--- src/rtl/ws2812b_run_arbiter.sv ---
// Shares one WS2812B serializer between two run requesters. Whole frames (runs up
// to and including a latched run) are granted round-robin; a timeout breaks stale locks.
module ws2812b_run_arbiter #(
    parameter int unsigned TIMEOUT_CYCLES = 4096,
    parameter int unsigned TO_W           = 13
) (
    input  logic        clk,
    input  logic        rst_n,
    input  logic        req0_valid,
    input  logic [23:0] req0_color,
    input  logic [5:0]  req0_count,
    input  logic        req0_latch,
    output logic        req0_ready,
    input  logic        req1_valid,
    input  logic [23:0] req1_color,
    input  logic [5:0]  req1_count,
    input  logic        req1_latch,
    output logic        req1_ready,
    output logic [23:0] led_data,
    output logic        led_valid,
    output logic        led_latch,
    input  logic        led_ready,
    output logic        busy,
    output logic        owner_valid,
    output logic        owner
);
    localparam int unsigned REM_W = 7;

    typedef enum logic [1:0] {
        IDLE    = 2'd0,
        EMIT    = 2'd1,
        WAIT_LO = 2'd2,
        WAIT_HI = 2'd3
    } state_e;

    state_e             state_q, state_d;
    logic [23:0]        color_q, color_d;
    logic [REM_W-1:0]   remaining_q, remaining_d;
    logic               latch_q, latch_d;
    logic               owner_q, owner_d;
    logic               owner_valid_q, owner_valid_d;
    logic               last_q, last_d;
    logic [TO_W-1:0]    to_q, to_d;
    logic               wlo_q, wlo_d;
    logic               ready0_q, ready0_d;
    logic               ready1_q, ready1_d;
    logic               led_valid_q, led_valid_d;
    logic               led_latch_q, led_latch_d;
    logic               busy_q, busy_d;

    logic               own_req;
    logic               to_expire;
    logic               grant;
    logic               grant_idx;

    assign own_req   = owner_q ? req1_valid : req0_valid;
    assign to_expire = (TIMEOUT_CYCLES != 0) && (to_q == TO_W'(TIMEOUT_CYCLES - 1));

    // Next-state, grant and registered-output decode
    always_comb begin
        state_d       = state_q;
        color_d       = color_q;
        remaining_d   = remaining_q;
        latch_d       = latch_q;
        owner_d       = owner_q;
        owner_valid_d = owner_valid_q;
        last_d        = last_q;
        to_d          = to_q;
        wlo_d         = 1'b0;
        ready0_d      = 1'b0;
        ready1_d      = 1'b0;
        grant         = 1'b0;
        grant_idx     = 1'b0;

        case (state_q)
            IDLE: begin
                if (owner_valid_q) begin
                    grant     = own_req && led_ready;
                    grant_idx = owner_q;
                end else if (led_ready) begin
                    if (req0_valid && req1_valid) begin
                        grant     = 1'b1;
                        grant_idx = ~last_q;
                    end else if (req0_valid) begin
                        grant     = 1'b1;
                        grant_idx = 1'b0;
                    end else if (req1_valid) begin
                        grant     = 1'b1;
                        grant_idx = 1'b1;
                    end
                end

                // Lock timeout only counts while the owner has nothing pending
                if (!owner_valid_q || own_req) begin
                    to_d = '0;
                end else if (to_expire) begin
                    owner_valid_d = 1'b0;
                    to_d          = '0;
                end else begin
                    to_d = to_q + TO_W'(1);
                end

                if (grant) begin
                    state_d       = EMIT;
                    color_d       = grant_idx ? req1_color : req0_color;
                    remaining_d   = REM_W'(grant_idx ? req1_count : req0_count) + REM_W'(1);
                    latch_d       = grant_idx ? req1_latch : req0_latch;
                    owner_d       = grant_idx;
                    owner_valid_d = 1'b1;
                    last_d        = grant_idx;
                    to_d          = '0;
                    ready0_d      = ~grant_idx;
                    ready1_d      = grant_idx;
                end
            end
            EMIT: begin
                if (led_ready) begin
                    remaining_d = remaining_q - REM_W'(1);
                    state_d     = WAIT_LO;
                end
            end
            WAIT_LO: begin
                // Serializers that never drop ready are tolerated after one extra cycle
                if (!led_ready || wlo_q) begin
                    state_d = WAIT_HI;
                end else begin
                    wlo_d = 1'b1;
                end
            end
            WAIT_HI: begin
                if (led_ready) begin
                    if (remaining_q == '0) begin
                        state_d = IDLE;
                        if (latch_q) begin
                            owner_valid_d = 1'b0;
                        end
                    end else begin
                        state_d = EMIT;
                    end
                end
            end
            default: state_d = IDLE;
        endcase

        led_valid_d = (state_d == EMIT);
        led_latch_d = (state_d == EMIT) && latch_d && (remaining_d == REM_W'(1));
        busy_d      = (state_d != IDLE);
    end

    always_ff @(posedge clk) begin
        if (!rst_n) begin
            state_q       <= IDLE;
            color_q       <= '0;
            remaining_q   <= '0;
            latch_q       <= 1'b0;
            owner_q       <= 1'b0;
            owner_valid_q <= 1'b0;
            last_q        <= 1'b1;
            to_q          <= '0;
            wlo_q         <= 1'b0;
            ready0_q      <= 1'b0;
            ready1_q      <= 1'b0;
            led_valid_q   <= 1'b0;
            led_latch_q   <= 1'b0;
            busy_q        <= 1'b0;
        end else begin
            state_q       <= state_d;
            color_q       <= color_d;
            remaining_q   <= remaining_d;
            latch_q       <= latch_d;
            owner_q       <= owner_d;
            owner_valid_q <= owner_valid_d;
            last_q        <= last_d;
            to_q          <= to_d;
            wlo_q         <= wlo_d;
            ready0_q      <= ready0_d;
            ready1_q      <= ready1_d;
            led_valid_q   <= led_valid_d;
            led_latch_q   <= led_latch_d;
            busy_q        <= busy_d;
        end
    end

    assign req0_ready  = ready0_q;
    assign req1_ready  = ready1_q;
    assign led_data    = color_q;
    assign led_valid   = led_valid_q;
    assign led_latch   = led_latch_q;
    assign busy        = busy_q;
    assign owner_valid = owner_valid_q;
    assign owner       = owner_q;

endmodule

--- config.mk ---
export PLATFORM = sky130hd
export DESIGN_NAME = ws2812b_run_arbiter
export DESIGN_NICKNAME = d
export VERILOG_FILES = /design/src/rtl/ws2812b_run_arbiter.sv
export SDC_FILE = /design/constraint.sdc
export NUM_CORES = 1
export LEC_CHECK = 0
export CORE_MARGIN = 5
export CORE_UTILIZATION = 35
export DETAILED_ROUTE_END_ITERATION = 8
export RECOVER_POWER = 50
export SLEW_MARGIN = 20
export SYNTH_ARGS = -nofsm -noshare
export SYNTH_HDL_FRONTEND = slang
export SYNTH_SLANG_ARGS = --single-unit
--- constraint.sdc ---
create_clock -name clk -period 4.13 [get_ports clk]
set_input_delay 0.6195 -clock clk [delete_from_list [all_inputs] [get_ports clk]]
set_output_delay 0.6195 -clock clk [all_outputs]
set_load 0.1 [all_outputs]
==> reports/metrics.csv <==
metric,value,unit
status,"finished, final reports clean",
footprint of the multi-input gates,1650,sq um
R2R Path End,led_latch,
# IOs,98,
die width,101,microns
Filler Cells Inserted,804,
core area,8130,sq um
Synth Area per Inst,7.94,sq um
Worst Clk Skew,0.00710,ns
WHS,0.429,ns
worst hold start,wlo_q,
drt via density,5.20,
num rows,33,
total grt overflow,0,
IO Port Bufs,97,
internal power,995,uW
drt initial violations,83,
"Endpoint, Worst Hold",wlo_q,
Final Critical Period,3.22,ns
die height,101,microns
crit path max-delay cell type,clkbuf_1,
max cap viols,0,
Syn Nets,434,
largest area contributor in the synthesized netlist,dfxtp_1,
R2R Setup Slk,1.38,ns
remaining antenna violation count after routing,0,
layout cells sized above 1,5.53,%
Pwr per Cell Area,423,nW/um^2
crit path kind,in2reg,
fraction of registers with async set/reset,0,%
"Seq/Total Area, Yosys",38.9,%
initial antenna violation count,0,
Crit Path Max Fanout,37,
Final Cycle Share,77.9,%
1st-pass router iterations,4,
r2r worst-path depth,10,
final hold vios,0,
area delta synth->final,40.4,%
largest net degree at the start of global routing,38,
clock sinks,56,
FMAX,311,MHz
reg-to-reg startpoint,owner_valid,
CP required,4.34,ns
Critical Path End Type,flop,
Syn Inst Count,363,
routed len/inst,15.8,microns
leakage,0.00153,uW
"top cells by area, synth","dfxtp_1, nand2_1, a311oi_1, nor2_1, o21ai_0",
Cell variety after synth,57,
Final nets,522,
"Cell Area, Placed",3940,sq um
CP startpoint kind,primary input,
vias in the first global route,2778,
first-pass GRT wire length,14100,microns
diode count,0,
hpwl dp,6510,microns
gpl congestion,0.863,
hold_buf cts,0,
synthesized area,2880,sq um
clock latency on the worst-skew pair,0.31,ns
combinational fraction of design power,40.7,%
Slew HR,28.6,%
CTS Buffer Depth,2,
Worst EP arrival,3.43,ns
CTS tree,yes,
Synth Flop Type,dfxtp_1,
"CTS clk-pin slew, worst paths",0.10,ns
most common library cells after synthesis,"nand2_1, dfxtp_1, nor2_1",
Switching Share,41.9,%
Clk pwr share,21.7,%
Reg power frac,37.6,%
max-slew violations,0,
final design utilization,49.7,%
routed vias,2894,
"Cell Chain, Critical Path","dlygate4sd3_1, o21ai_0, a211oi_4, clkbuf_1, buf_4, nor2_1, a311oi_1",
H-Tree Depth,2,
Remaining DRCs,0,
RSZ-0062 raised after global routing,no,
TritonCTS Buffers,5,
die footprint,10100,sq um
final setup violating endpoints,0,
hold depth,1,
number of synthesized register bits,56,
# Post-CTS Setup Buffers,0,
Detailed Route WL,8800,microns
yosys warns,0,
switching pwr,717,uW
CTS resizes,0,
Root Buffer,clkbuf_8,
Worst Hold Class,reg2reg,
Max VDD drop,172,uV
most frequent cell after synthesis,nand2_1,
"EDFF count, synth",0,
Slowest Stage Delay on Critical Path,0.75,ns
Starting Density,35.4,%
Setup Total Neg Slack,0,ns
Sequential cell area,1120,sq um
GRT Resource Usage Total,17.2,%
Synth top area share,38.9,%
Worst Tran Pin Value,1.07,ns
Finished Cell Area,4050,sq um
==> cells in the final DEF (no fill, tap or decap), types with 5 or more instances in the layout <==
| cell | n |
|---|---|
| clkbuf_8 | 5 |
| xor2_1 | 8 |
| nor2_1 | 53 |
| nand4_1 | 6 |
| a21oi_1 | 10 |
| dlygate4sd3_1 | 18 |
| dfxtp_1 | 56 |
| or4_1 | 5 |
| clkdlybuf4s50_1 | 79 |
| a311oi_1 | 24 |
| and2_1 | 5 |
| nand2_1 | 76 |
| nand3_1 | 7 |
| inv_1 | 7 |
| o21ai_0 | 15 |
==> power by group through the flow <==
stage | combinational (uW) | sequential [uW] | clock [uW]
3_3_place_gp | 703 | 654 | 0
4_1_cts | 708 | 643 | 387
3_5_place_dp | 706 | 655 | 0
2_1_floorplan | 241 | 912 | 0
5_1_grt | 745 | 652 | 406
6_report | 697 | 643 | 371
==> worst max-delay path by stage <==
stage | start | end | depth (start not counted)
final | led_ready | led_data[23] | 7
after detailed placement | led_ready | led_latch | 11
after CTS | led_ready | led_latch | 11
after global placement | led_ready | led_latch | 11
after floorplan | owner_valid | led_latch | 12
after global routing | led_ready | led_data[23] | 7
==> cells by family (layout without fill, tap and decap cells) <==
group / after synthesis / in the layout / synth area share [%]
xor+xnor: 11 / 11 / 3.34
flops: 56 / 56 / 38.9
compound gates: 78 / 78 / 20.7
simple gates: 179 / 179 / 28.1
buf+inv: 28 / 117 / 4.26
mux: 7 / 7 / 2.95
fa+ha+maj: 4 / 4 / 1.74
==> state kept, by name, indices dropped and copies added, names as in the netlist <==
| name | flops |
|---|---|
| latch_q | 1 |
| to_q | 13 |
| req0_ready | 1 |
| req1_ready | 1 |
| busy | 1 |
| led_valid | 1 |
| remaining_q | 7 |
| last_q | 1 |
| led_latch | 1 |
| owner_valid | 1 |
| state_q | 2 |
| wlo_q | 1 |
| led_data | 24 |
| owner | 1 |
==> layer usage <==
layer	up-vias	part of all wire, %	GRT usage, %
met2	70	50	29.8
li1	1470	-	-
met5	-	0	0
met1	1338	43	21.5
met4	0	2.8	6.32
met3	16	4.5	2.63
==> cell type report <==
type / count / share of cell area [%]
timing repair buffer: 102 / 24.8
inverter: 7 / 0.650
sequential: 56 / 27.7
tap: 105 / 3.25
clock buffer: 5 / 1.70
multi-input combinational: 279 / 40.8
clock inverter: 3 / 1.05
==> metrics by stage <==
step,total power [uW],setup slack (ns),cells
CTS,1740,1.09,557
global placement,1360,0.819,549
floorplan,1150,0.685,363
detailed placement,1360,0.764,549
finish,1710,0.914,557
global route,1800,0.644,557
==> critical path, delay by kind of cell <==
kind,cells,cell delay (ns)
AND/OR/NAND/NOR,1,0.07
buffers and inverters,3,1.94
AO/OA/AOI/OAI,3,0.79
No activity file was read; power rests on OpenSTA's default activity.
